==> src/rtl/cp0_pkg.sv <==
// Coprocessor-0 shared definitions.
// Holds the CP0 register numbers, the exception codes written into Cause.ExcCode,
// the bit positions of the Status/Cause fields, and the event encoding used by the
// top-level priority logic to say which single event is taken in a cycle.
package cp0_pkg;

    localparam logic [4:0] CP0_STATUS = 5'd12;
    localparam logic [4:0] CP0_CAUSE  = 5'd13;
    localparam logic [4:0] CP0_EPC    = 5'd14;

    localparam logic [4:0] EXC_INT = 5'd0;
    localparam logic [4:0] EXC_SYS = 5'd8;

    localparam int IE_BIT  = 0;
    localparam int EXL_BIT = 1;
    localparam int IM_LSB  = 8;
    localparam int IP_LSB  = 8;
    localparam int EXC_LSB = 2;

    // At most one of these is acted on per cycle; the order of the labels
    // mirrors the priority, interrupt first.
    typedef enum logic [2:0] {
        EV_NONE,
        EV_INT,
        EV_SYS,
        EV_ERET,
        EV_MTC
    } cp0_event_e;

endpackage

==> src/rtl/cp0_irq_sync.sv <==
// Single interrupt line conditioner.
// Brings one asynchronous, level-high interrupt line into the clock domain with a
// two-flop synchroniser and produces a one-cycle pulse on its synchronised rising edge.
// Ports:
//   clk     system clock
//   rst     synchronous active-high reset, clears all three flops
//   irq_i   raw asynchronous interrupt level
//   rise_o  high for one cycle, two edges after the line was first sampled high
module cp0_irq_sync (
    input  logic clk,
    input  logic rst,
    input  logic irq_i,
    output logic rise_o
);

    logic meta_q;
    logic sync_q;
    logic prev_q;

    // meta_q/sync_q form the synchroniser; prev_q remembers the last synchronised
    // level so a held-high line produces only one pulse.
    always_ff @(posedge clk) begin
        if (rst) begin
            meta_q <= 1'b0;
            sync_q <= 1'b0;
            prev_q <= 1'b0;
        end else begin
            meta_q <= irq_i;
            sync_q <= meta_q;
            prev_q <= sync_q;
        end
    end

    assign rise_o = sync_q & ~prev_q;

endmodule

==> src/rtl/cp0_unit.sv <==
// Coprocessor-0 responder for a single-cycle datapath.
// Holds Status, Cause and EPC, latches synchronised interrupt edges into Cause.IP,
// and decides exception entry (interrupt or syscall) and return (ERET).
// Ports:
//   clk, rst                     clock and synchronous active-high reset
//   stall                        datapath hold; blocks architectural updates
//   mfc0, mtc0, exce_ret, sys    decoder strobes
//   reg_sel, wdata               CP0 register number and mtc0 write data
//   pc                           address of the instruction in this cycle
//   irq                          asynchronous active-high interrupt lines
//   rdata                        mfc0 read data, pre-edge register value
//   redirect, redirect_pc, kill  combinational PC redirect and instruction kill
//   exl                          Status.EXL
module cp0_unit
    import cp0_pkg::*;
#(
    parameter int          NIRQ       = 4,
    parameter logic [31:0] EXC_VECTOR = 32'h0000_0800
) (
    input  logic            clk,
    input  logic            rst,
    input  logic            stall,
    input  logic            mfc0,
    input  logic            mtc0,
    input  logic            exce_ret,
    input  logic            sys,
    input  logic [4:0]      reg_sel,
    input  logic [31:0]     wdata,
    input  logic [31:0]     pc,
    input  logic [NIRQ-1:0] irq,
    output logic [31:0]     rdata,
    output logic            redirect,
    output logic [31:0]     redirect_pc,
    output logic            kill,
    output logic            exl
);

    logic            ie_q,  ie_d;
    logic            exl_q, exl_d;
    logic [NIRQ-1:0] im_q,  im_d;
    logic [NIRQ-1:0] ip_q,  ip_d;
    logic [4:0]      exc_q, exc_d;
    logic [31:0]     epc_q, epc_d;

    logic [NIRQ-1:0] irqRise;
    cp0_event_e      evt;
    logic [31:0]     statusWord;
    logic [31:0]     causeWord;

    for (genvar g = 0; g < NIRQ; g++) begin : gIrq
        cp0_irq_sync uSync (
            .clk    (clk),
            .rst    (rst),
            .irq_i  (irq[g]),
            .rise_o (irqRise[g])
        );
    end

    // Pick the single event acted on this cycle. Nothing is taken during stall or
    // reset, so the datapath never sees a redirect in either.
    always_comb begin
        evt = EV_NONE;
        if (!rst && !stall) begin
            if (ie_q && !exl_q && |(ip_q & im_q)) evt = EV_INT;
            else if (sys)                          evt = EV_SYS;
            else if (exce_ret)                     evt = EV_ERET;
            else if (mtc0)                         evt = EV_MTC;
        end
    end

    // Next-state for the architectural registers. IP is OR-ed with the edge pulses
    // last so a new edge survives a simultaneous mtc0 clear of the same bit.
    always_comb begin
        ie_d  = ie_q;
        exl_d = exl_q;
        im_d  = im_q;
        ip_d  = ip_q;
        exc_d = exc_q;
        epc_d = epc_q;
        case (evt)
            EV_INT: begin
                epc_d = pc;
                exc_d = EXC_INT;
                exl_d = 1'b1;
            end
            EV_SYS: begin
                if (!exl_q) epc_d = pc;
                exc_d = EXC_SYS;
                exl_d = 1'b1;
            end
            EV_ERET: exl_d = 1'b0;
            EV_MTC: begin
                if (reg_sel == CP0_STATUS) begin
                    ie_d  = wdata[IE_BIT];
                    exl_d = wdata[EXL_BIT];
                    im_d  = wdata[IM_LSB +: NIRQ];
                end else if (reg_sel == CP0_CAUSE) begin
                    ip_d  = wdata[IP_LSB +: NIRQ];
                end else if (reg_sel == CP0_EPC) begin
                    epc_d = wdata;
                end
            end
            default: ;
        endcase
        ip_d = ip_d | irqRise;
    end

    always_ff @(posedge clk) begin
        if (rst) begin
            ie_q  <= 1'b0;
            exl_q <= 1'b0;
            im_q  <= '0;
            ip_q  <= '0;
            exc_q <= '0;
            epc_q <= '0;
        end else begin
            ie_q  <= ie_d;
            exl_q <= exl_d;
            im_q  <= im_d;
            ip_q  <= ip_d;
            exc_q <= exc_d;
            epc_q <= epc_d;
        end
    end

    always_comb begin
        statusWord                   = '0;
        statusWord[IE_BIT]           = ie_q;
        statusWord[EXL_BIT]          = exl_q;
        statusWord[IM_LSB +: NIRQ]   = im_q;
        causeWord                    = '0;
        causeWord[IP_LSB +: NIRQ]    = ip_q;
        causeWord[EXC_LSB +: 5]      = exc_q;
    end

    // Reads return the register as it stood before this edge; a same-cycle mtc0
    // is deliberately not forwarded.
    always_comb begin
        rdata = '0;
        if (mfc0 && !rst) begin
            case (reg_sel)
                CP0_STATUS: rdata = statusWord;
                CP0_CAUSE:  rdata = causeWord;
                CP0_EPC:    rdata = epc_q;
                default:    rdata = '0;
            endcase
        end
    end

    // ERET returns to the pre-edge EPC; both exception kinds enter the common vector.
    always_comb begin
        redirect    = (evt == EV_INT) || (evt == EV_SYS) || (evt == EV_ERET);
        kill        = (evt == EV_INT) || (evt == EV_SYS);
        redirect_pc = '0;
        if (evt == EV_ERET)                        redirect_pc = epc_q;
        else if (evt == EV_INT || evt == EV_SYS)   redirect_pc = EXC_VECTOR;
    end

    assign exl = exl_q;

endmodule

==> config.mk <==
export PLATFORM = sky130hd
export DESIGN_NAME = cp0_unit
export DESIGN_NICKNAME = d
export VERILOG_FILES = /design/src/rtl/cp0_pkg.sv /design/src/rtl/cp0_irq_sync.sv /design/src/rtl/cp0_unit.sv
export SDC_FILE = /design/constraint.sdc
export NUM_CORES = 1
export LEC_CHECK = 0
export ABC_AREA = 1
export CELL_PAD_IN_SITES_DETAIL_PLACEMENT = 1
export CELL_PAD_IN_SITES_GLOBAL_PLACEMENT = 1
export CORE_MARGIN = 2
export CORE_UTILIZATION = 27
export CTS_CLUSTER_DIAMETER = 60
export CTS_CLUSTER_SIZE = 28
export DETAILED_ROUTE_END_ITERATION = 10
export PLACE_DENSITY = 0.85
export SYNTH_ARGS = -nofsm -noshare
export SYNTH_HDL_FRONTEND = slang
export SYNTH_SLANG_ARGS = --single-unit
==> constraint.sdc <==
create_clock -name clk -period 2 [get_ports clk]
set_input_delay 0.4 -clock clk [delete_from_list [all_inputs] [get_ports clk]]
set_output_delay 0.4 -clock clk [all_outputs]
set_load 0.01 [all_outputs]
==> flow_summary.yaml, run 1 <==
power_and_ir_drop:
  pwr-share-clk_pct: 37.2
  switching_share_pct: 25.8
  intPower_mw: 2.02
  power_frac_seq_pct: 42.8
  power_density_nw_per_um2: 516
  p_leak_nw: 2.75
  peakVddDrop_mv: 0.371
  p_sw_mw: 0.702
  pwr-share-comb_pct: 20.0
  finalPower_mw: 2.72
clock_network:
  ctsRootBufferMaster: "clkbuf_16"
  clkSinkCount: 55
  clock_path_buffers: 2
  cts_made_buffers: 5
  cts_tree: "done"
  insertion_delay_ns: 0.29
  htree_levels: 2
  path_clk_slew_ns: 0.07
timing:
  maxSlewHeadroom_pct: 69.8
  setup_ws_ns: 0.0380
  final_hold_viol_count: 0
  fin_tns_setup_ns: 0
  min_period_ns: 1.96
  final_max_slew_viol_count: 0
  fin_skew_ns: 0.00717
  setup_viol: 0
  period_share_pct: 98.1
  timing.fmax_ghz: 0.510
  tightest_slew_ns: 0.452
routing:
  first_pass_iters: 4
  routed_wl_um: 12500
  vias: 3864
  drc: 0
  wire_per_inst_um: 14.7
  ant_nets: 0
  drt_iter0_markers: 124
  via_per_inst: 4.56
yosys:
  ys_seq_area_share_pct: 34.7
  synth_edf_count: 0
  synth.area.top_cells: "dfxtp_1 (35%), nand2_1 (15%), nor2_1 (13%)"
  netlist_area_um2: 3170
  syn_avg_cell_area_um2: 5.89
  syn_inst: 539
  synth_top_family_by_area: "simple AND/OR/NAND/NOR gates"
  yosys.area.top_type: "dfxtp_1"
  syn_nets: 619
  yosys.area.top_type_share_pct: 34.7
  synth_adder_area_share_pct: 0
  yosys_warnings: 0
  synth-compound-area-share_pct: 10.1
  synth-xor-area-share_pct: 0
  synth_common_cells: "nand2_1 (129), nor2_1 (111), inv_1 (101)"
  async_flop_share_pct: 0
  synth_most_common_cell: "nand2_1"
  synth_mux_area_share_pct: 0
  yosysUniqueCellTypes: 27
  synth_seq_cells: 55
  synthFlopType: "dfxtp_1"
  synth_simple_gate_area_share_pct: 38.2
worst_setup_path:
  worst_path_max_delay_cell: "clkdlybuf4s50_1"
  cp-endpoint: "rdata[17]"
  cpPeakStageDelay_ns: 0.51
  cp.depth: 5
  crit_start: "mfc0"
  r2r.worst_path.cells: 10
  crit_buf_inv: 3
  cp_data_arrival_time_ns: 1.56
  path_delay_family: "buffers and inverters"
  worst-path-max-fanout: 14
  crit_type: "in -> out"
  crit_chain: "clkdlybuf4s50_1 > nand2_4 > clkbuf_16 > nor3_1 > buf_2"
  rr_startpoint: "ip_q[0]"
  reg2reg_slack_ns: 0.28
  r2r_end: "epc_q[1]"
  startpoint_type: "input pin"
  worst_ep_required_time_ns: 1.60
  cp-end-kind: "output port"
grt:
  antenna_found_initial: 0
  grt_usage_pct: 17.9
  overflow: 0
  grt_start_max_net_pins: 43
  first_global_vias: 3938
  grt_first_pass_wirelength_um: 18500
min_path:
  hold_path_class: "reg -> reg"
cells_and_area:
  layout.nets: 783
  drive_above_1_share_pct: 27.3
  areaGrowthSynthToFinish_pct: 65.9
  antennaDiodeCount: 0
  stdcell_count: 847
floorplan:
  coreArea_um2: 11500
  placementRows: 39
  ioPinCount: 147
  initial_utilization_pct: 27.7
  die_area_um2: 12600
  die_w_um: 112
  die_y_um: 112
placement:
  place_ws_ns: -0.752
  port_buffers: 146
  gp_congestion: 0.792
  dpl.hpwl_um: 9040
  place_inst: 833
job:
  cap_violations: 0
status:
  status: "finished clean"
[layout make-up]
class / count / area [um^2]
clock buffer: 5 / 125
clock inverter: 3 / 47.5
fill: 1493 / 6200
inverter: 104 / 394
multi-input combinational: 352 / 1810
sequential: 55 / 1110
tap: 143 / 179
timing repair buffer: 185 / 1600
[how the worst min path moves through the flow]
stage	start	end	slack, ns	depth (start not counted)
global route	gIrq[3].uSync.meta_q	gIrq[3].uSync.sync_q	0.42	2
global placement	gIrq[2].uSync.meta_q	gIrq[2].uSync.sync_q	0.39	2
detailed placement	gIrq[0].uSync.meta_q	gIrq[0].uSync.sync_q	0.40	2
CTS	gIrq[0].uSync.meta_q	gIrq[0].uSync.sync_q	0.41	2
finish	gIrq[0].uSync.meta_q	gIrq[0].uSync.sync_q	0.41	2
floorplan	gIrq[0].uSync.meta_q	gIrq[0].uSync.sync_q	0.39	2
[kinds of logic (layout without fill, tap and decap cells)]
group | after synthesis | count (layout)
AOI/OAI and AO/OA | 58 | 58
and+or+nand+nor | 294 | 294
buffers and inverters | 132 | 297
DFF | 55 | 55
[power groups by stage]
stage / Sequential (mW) / Clock [mW] / Combinational [mW]
after detailed placement: 1.19 / 0 / 0.494
after global routing: 1.17 / 1.09 / 0.600
after floorplan: 1.18 / 0 / 0.216
final: 1.16 / 1.01 / 0.543
after global placement: 1.19 / 0 / 0.472
after CTS: 1.16 / 1.04 / 0.512
[what timing repair did]
action	CTS	global route
endpoints found under the setup margin	66	55
resized for setup	316	55
gates cloned	0	4
buffers inserted	2	0
pin swaps	13	13
hold buffers	0	0
[cell usage in the layout (no fill, tap or decap), types with 6 or more instances in the layout]
cell type	n
nor3_2	7
nand2_1	119
nor3_1	16
o21ai_0	28
nor2_1	87
buf_2	65
nand3_1	9
buf_12	7
clkbuf_16	8
dfxtp_1	51
nand2_2	9
o21ai_1	14
buf_4	23
clkdlybuf4s50_1	71
inv_1	97
a21oi_1	8
nor2_2	21
nor2_4	6
[sequential cells by signal, summed over array words and instances, names as in the netlist]
| register | cells |
|---|---|
| ie_q | 1 |
| exl | 1 |
| im_q | 4 |
| gIrq.uSync.meta_q | 4 |
| exc_q | 1 |
| gIrq.uSync.sync_q | 4 |
| gIrq.uSync.prev_q | 4 |
| epc_q | 32 |
| ip_q | 4 |
[metrics by stage]
step	hold WS [ns]	util (%)	area, um^2
6_report	0.410	45.9	5270
3_3_place_gp	0.391	43.3	4960
5_1_grt	0.423	45.9	5270
4_1_cts	0.414	43.9	5030
2_1_floorplan	0.388	-	3170
3_5_place_dp	0.401	43.3	4960
[worst reg2reg max path, cell delays in order, from the launching register on]
cell	delay, ns
dfxtp_1	0.34
nand2_2	0.11
nand2_4	0.07
o21ai_4	0.19
buf_4	0.17
nand3_4	0.14
buf_4	0.25
nand2_1	0.07
o21ai_0	0.08
nor2_1	0.14
nor2_1	0.06
[per-layer routing]
layer	vias up	share of wire, %	GRT usage (%)
li1	1931	-	-
met1	1798	41	20.2
met2	109	52	33.7
met3	26	4.1	2.81
met4	0	2.6	6.50
met5	-	0	0
(Power assumes the default switching activity.)
==> inputs of run 2 (changes only) <==
Settings changed: HOLD_SLACK_MARGIN set to 0.02.
==> results of run 2 <==
The final DEF is identical to that of run 1; final timing and power are the same.
